$ cat src/rtl/instruction_cache_controller.sv
// Direct-mapped, read-only instruction cache between the fetch stage and a 128-bit block memory.
// Define ICACHE_STATS_EN to add saturating HIT_COUNT / MISS_COUNT outputs.
module instruction_cache_controller #(
  parameter int unsigned INDEX_BITS     = 3,
  parameter logic [27:0] RESET_MEM_ADDR = 28'd0
) (
  input  logic          CLK,
  input  logic          RESET,
  input  logic          READ,
  input  logic [31:0]   ADDRESS,
  output logic [31:0]   INSTRUCTION,
  output logic          BUSYWAIT,
  output logic          MEM_READ,
  output logic [27:0]   MEM_ADDRESS,
  input  logic [127:0]  MEM_READDATA,
`ifdef ICACHE_STATS_EN
  input  logic          MEM_BUSYWAIT,
  output logic [15:0]   HIT_COUNT,
  output logic [15:0]   MISS_COUNT
`else
  input  logic          MEM_BUSYWAIT
`endif
);

  localparam int unsigned LINES    = 1 << INDEX_BITS;
  localparam int unsigned TAG_BITS = 28 - INDEX_BITS;

  typedef enum logic [1:0] {ST_IDLE, ST_MEM_READ, ST_UPDATE} state_t;
  typedef logic [3:0][31:0] block_t;

  state_t                r_state;
  state_t                w_next_state;
  logic [LINES-1:0]      r_valid;
  logic [TAG_BITS-1:0]   r_tag [LINES];
  block_t                r_data [LINES];
  logic [TAG_BITS-1:0]   r_miss_tag;
  logic [INDEX_BITS-1:0] r_miss_index;
  block_t                r_fill_data;
  logic                  r_first_cycle;

  logic [1:0]            w_offset;
  logic [INDEX_BITS-1:0] w_index;
  logic [TAG_BITS-1:0]   w_tag;
  logic                  w_hit;
  logic                  w_miss;
  logic                  w_capture;
  logic                  w_unused_addr;

  assign w_offset      = ADDRESS[3:2];
  assign w_index       = ADDRESS[3+INDEX_BITS:4];
  assign w_tag         = ADDRESS[31:4+INDEX_BITS];
  assign w_unused_addr = ^ADDRESS[1:0];

  assign w_hit  = (r_state == ST_IDLE) && READ && r_valid[w_index] && (r_tag[w_index] == w_tag);
  assign w_miss = (r_state == ST_IDLE) && READ && !w_hit;

  // NOTE: every output of this block gets a default first, so no path can infer a latch.
  always_comb begin
    w_next_state = r_state;
    w_capture    = 1'b0;
    BUSYWAIT     = 1'b0;
    MEM_READ     = 1'b0;
    MEM_ADDRESS  = RESET_MEM_ADDR;
    INSTRUCTION  = 32'h0;
    case (r_state)
      ST_IDLE: begin
        if (w_miss) begin
          BUSYWAIT     = 1'b1;
          w_next_state = ST_MEM_READ;
        end
        if (w_hit) INSTRUCTION = r_data[w_index][w_offset];
      end
      ST_MEM_READ: begin
        BUSYWAIT    = 1'b1;
        MEM_READ    = 1'b1;
        MEM_ADDRESS = {r_miss_tag, r_miss_index};
        // Memory needs one edge to raise its busy flag, so the entry cycle is not trusted.
        if (!r_first_cycle && !MEM_BUSYWAIT) begin
          w_capture    = 1'b1;
          w_next_state = ST_UPDATE;
        end
      end
      ST_UPDATE: begin
        BUSYWAIT     = 1'b1;
        w_next_state = ST_IDLE;
      end
      default: w_next_state = ST_IDLE;
    endcase
    if (RESET) BUSYWAIT = 1'b0;
  end

  // NOTE: sequential state uses non-blocking assignments so all registers update from pre-edge values.
  always_ff @(posedge CLK) begin
    if (RESET) begin
      r_state       <= ST_IDLE;
      r_valid       <= '0;
      r_first_cycle <= 1'b0;
    end else begin
      r_state       <= w_next_state;
      r_first_cycle <= w_miss;
      if (r_state == ST_UPDATE) r_valid[r_miss_index] <= 1'b1;
    end
  end

  // NOTE: tag/data storage is not reset; the valid bits alone decide whether a line is used.
  always_ff @(posedge CLK) begin
    if (w_miss) begin
      r_miss_tag   <= w_tag;
      r_miss_index <= w_index;
    end
    if (w_capture) r_fill_data <= MEM_READDATA;
    if (r_state == ST_UPDATE) begin
      r_tag[r_miss_index]  <= r_miss_tag;
      r_data[r_miss_index] <= r_fill_data;
    end
  end

`ifdef ICACHE_STATS_EN
  logic [15:0] r_hit_count;
  logic [15:0] r_miss_count;

  always_ff @(posedge CLK) begin
    if (RESET) begin
      r_hit_count  <= 16'h0;
      r_miss_count <= 16'h0;
    end else begin
      if (w_hit && (r_hit_count != 16'hFFFF))   r_hit_count  <= r_hit_count + 16'h1;
      if (w_miss && (r_miss_count != 16'hFFFF)) r_miss_count <= r_miss_count + 16'h1;
    end
  end

  assign HIT_COUNT  = r_hit_count;
  assign MISS_COUNT = r_miss_count;
`endif

endmodule

$ cat config.mk
export PLATFORM = sky130hd
export DESIGN_NAME = instruction_cache_controller
export DESIGN_NICKNAME = d
export VERILOG_FILES = /design/src/rtl/instruction_cache_controller.sv
export SDC_FILE = /design/constraint.sdc
export NUM_CORES = 1
export LEC_CHECK = 0
export ABC_AREA = 1
export CAP_MARGIN = 40
export CORE_ASPECT_RATIO = 0.7
export CORE_MARGIN = 4
export CORE_UTILIZATION = 35
export CTS_BUF_LIST = sky130_fd_sc_hd__clkbuf_2
export CTS_CLUSTER_DIAMETER = 100
export DETAILED_ROUTE_END_ITERATION = 8
export GPL_ROUTABILITY_DRIVEN = 0
export MAX_ROUTING_LAYER = met4
export SLEW_MARGIN = 20
export SYNTH_ARGS = -nofsm -noshare
export SYNTH_HDL_FRONTEND = slang
export SYNTH_SLANG_ARGS = --single-unit
$ cat constraint.sdc
create_clock -name CLK -period 25.9 [get_ports CLK]
set_input_delay 5.18 -clock CLK [delete_from_list [all_inputs] [get_ports CLK]]
set_output_delay 5.18 -clock CLK [all_outputs]
set_load 0.01 [all_outputs]
==> impl_metrics.py <==
metrics = {
    "clock_tree": {
        "cts_tree": "built",
        "clockBufferDepth": 4,
        "clockRootBuffer": "clkbuf_2",
        "cts_num_sinks": 1391,
        "cts_inserted_buffers": 349,
        "cts.htree.levels": 5,
        "ctsHoldBuffers": 0,
        "clkSlewWorstSetupHoldPaths_ns": 0.09,
        "postCtsSetupRepairBufs": 0,
        "clk-insertion-delay-late_ns": 1.62,
        "postCtsResizedCells": 0,
    },
    "pwr": {
        "p_sw_frac": 0.255,
        "p_sw_mw": 1.06,
        "p_comb_frac": 0.065,
        "vdd_drop_max_mv": 0.0341,
        "power.density_nw_per_um2": 67.1,
        "p_int_mw": 3.11,
        "p_leak_nw": 21.9,
        "p_clk_frac": 0.330,
        "power.share.sequential": 0.605,
    },
    "setup_path": {
        "cp-end-kind": "output pin",
        "arrival_ns": 10.33,
        "critPathMaxFanout": 182,
        "startpoint_type": "input pin",
        "crit_path_max_incr_delay_ns": 0.69,
        "cp_slowest_cell": "buf_12",
        "required_ns": 20.72,
        "crit_chain": "buf_8 > buf_12 > buf_12 > buf_4 > buf_16 > nand2_1 > nand2_1 > a21oi_1 > o311ai_0 > o311ai_0 > a21oi_1 > clkdlybuf4s50_1",
        "worstSetupPathType": "input pin to output pin",
    },
    "routing": {
        "drt-initial-drc-count": 3604,
        "vias": 35000,
        "drt_pass1_iterations": 7,
        "detail_route.wl_per_cell_um": 22.2,
        "ant_nets": 0,
        "wl_mm": 151,
        "vias_per_cell": 5.13,
        "drc": 0,
    },
    "timing": {
        "period_share": 0.599,
        "layout_min_cycle_time_ns": 15.51,
        "finalSetupTns_ns": 0,
        "grt_setup_unrepaired": "no",
        "postLayoutSetupSlackWorst_ns": 10.39,
        "hold_viol_final": 0,
        "max_freq_ghz": 0.0645,
        "worst_pin_slew_ns": 1.18,
        "setup_violations": 0,
        "slew_violations": 0,
        "relSlewSlack": 0.214,
        "skew_ns": 0.123,
    },
    "global_route": {
        "grt_pass1_vias": 33700,
        "grt_pass1_wl_mm": 222,
        "antenna_found_initial": 18,
        "globalRoute.totalOverflow": 0,
        "gr-usage-all-layers": 0.186,
        "grt_max_degree": 218,
    },
    "cells_and_area": {
        "nFillCells": 14400,
        "regArea_um2": 41700,
        "finalNetCount": 4685,
        "area.growth.synth_to_final_pct": 14.0,
        "drive_gt1_frac": 0.132,
        "multi_input_area_um2": 11000,
    },
    "logic_synthesis": {
        "yosysMostFrequentCell": "edfxtp_1",
        "ys.flop_type": "edfxtp_1",
        "ys_warn_count": 0,
        "synth_top_area_share": 0.760,
        "yosysTopAreaCell": "edfxtp_1",
        "synth_seq_area_share": 0.764,
        "synthCells": 4119,
        "yosysUniqueCellTypes": 29,
        "synth-seq-cells": 1391,
        "async_flop_share": 0,
        "synth_common_cells": "1380 x edfxtp_1, 1121 x nand2_1, 508 x a21oi_1",
        "synth_edf_count": 1380,
        "synth_area_leaders": "edfxtp_1 76%, nand2_1 7.7%, a21oi_1 4.7%, o311ai_0 1.4%, inv_1 1.3%",
        "synth_area_per_cell_um2": 13.2,
        "synth_nets": 4287,
        "syn-cell-area_um2": 54600,
    },
    "min_path": {
        "hold_path_class": "register to register",
    },
    "floorplan": {
        "initial_core_util": 0.354,
        "rows": 120,
        "die_h_um": 338,
        "dieWidth_um": 480,
        "dieArea_um2": 162000,
        "core_region_area_um2": 154000,
        "pin_count": 226,
    },
    "placement": {
        "io_buffers": 223,
        "hpwl_mm": 78.4,
        "dpl_worst_slack_ns": 10.52,
    },
    "run": {
        "maxCapViolCount": 0,
    },
    "status": {
        "status": "complete, no violations",
    },
}
==> area by class of cell <==
type | instances | area share
Inverter | 185 | 0.0117
Clock buffer | 510 | 0.0410
Timing Repair Buffer | 312 | 0.0540
Sequential cell | 1391 | 0.670
Clock inverter | 51 | 0.00364
Multi-Input combinational cell | 2278 | 0.178
Antenna cell | 15 | 0.000603
Tap cell | 2074 | 0.0417
==> registers in the layout, indices dropped and copies added, names as in the netlist <==
register       count
r_miss_index       3
r_data          1024
r_state            2
r_first_cycle      1
r_fill_data      128
r_tag            200
r_miss_tag        25
r_valid            8
==> critical path, delay by kind of cell <==
family | cells | cell delay, ns
and+or+nand+nor | 2 | 0.14
buffers and inverters | 6 | 3.29
AOI/OAI and AO/OA | 4 | 1.31
==> cells by family (layout without fill, tap and decap cells) <==
kind of cell	after synthesis	count (layout)	share of synthesized area
adder cells (fa/ha/maj)	4	4	0.000917
AND/OR/NAND/NOR	1439	1439	0.105
other	0	15	0
flip-flops	1391	1391	0.764
AO/OA/AOI/OAI	835	835	0.0954
buffers and inverters	450	1058	0.0353
==> layer usage <==
metal | vias up | track usage | routed length (um)
li1 | 16000 | - | -
met1 | 17200 | 0.253 | 66500
met2 | 1552 | 0.276 | 69300
met3 | 213 | 0.0443 | 12300
met4 | 0 | 0.0575 | 3150
met5 | - | - | 0
==> through the flow <==
stage	hold WS, ns	util	cell area [um2]	instances	total power, mW
after floorplan	0.435	-	54600	4119	2.72
after global placement	0.448	0.382	58800	6205	2.84
after detailed placement	0.462	0.384	59200	6231	2.85
after CTS	0.484	0.402	61900	6792	4.22
after global routing	0.516	0.404	62200	6816	4.38
final	0.480	0.404	62200	6816	4.18
==> final timing paths <==
path | endpoint | startpoint | slack, ns | depth (start not counted)
setup / recovery | INSTRUCTION[18] | ADDRESS[4] | 10.39 | 12
hold reg to reg | r_valid[6] | r_valid[6] | 0.48 | 2
hold / removal | r_valid[6] | r_valid[6] | 0.48 | 2
setup reg to reg | r_data[3][71] | r_state[0] | 22.33 | 8
==> cells in the final DEF (no fill, tap or decap), drive strengths merged, types with 2 or more instances in the layout <==
cell and count:
inv 187, ha 4, clkdlybuf4s50 218, clkbuf 510, nor4 2, o311ai 90
edfxtp 1380, a32o 38, a221oi 64, nand4 8, nand3b 13, diode 15
a21oi 508, o21ai 32, buf 94, nand3 115, nor2 113, nor3 66
dfxtp 11, nand2 1121, clkinv 47, a22oi 64, o211ai 38
==> power by group through the flow <==
stage	Sequential [mW]	Combinational [mW]	Clock (mW)
after floorplan	2.57	0.149	0
after global placement	2.58	0.262	0
after detailed placement	2.58	0.269	0
after CTS	2.53	0.270	1.42
after global routing	2.53	0.295	1.55
final	2.53	0.271	1.38
No activity file was read; power rests on OpenSTA's default activity.
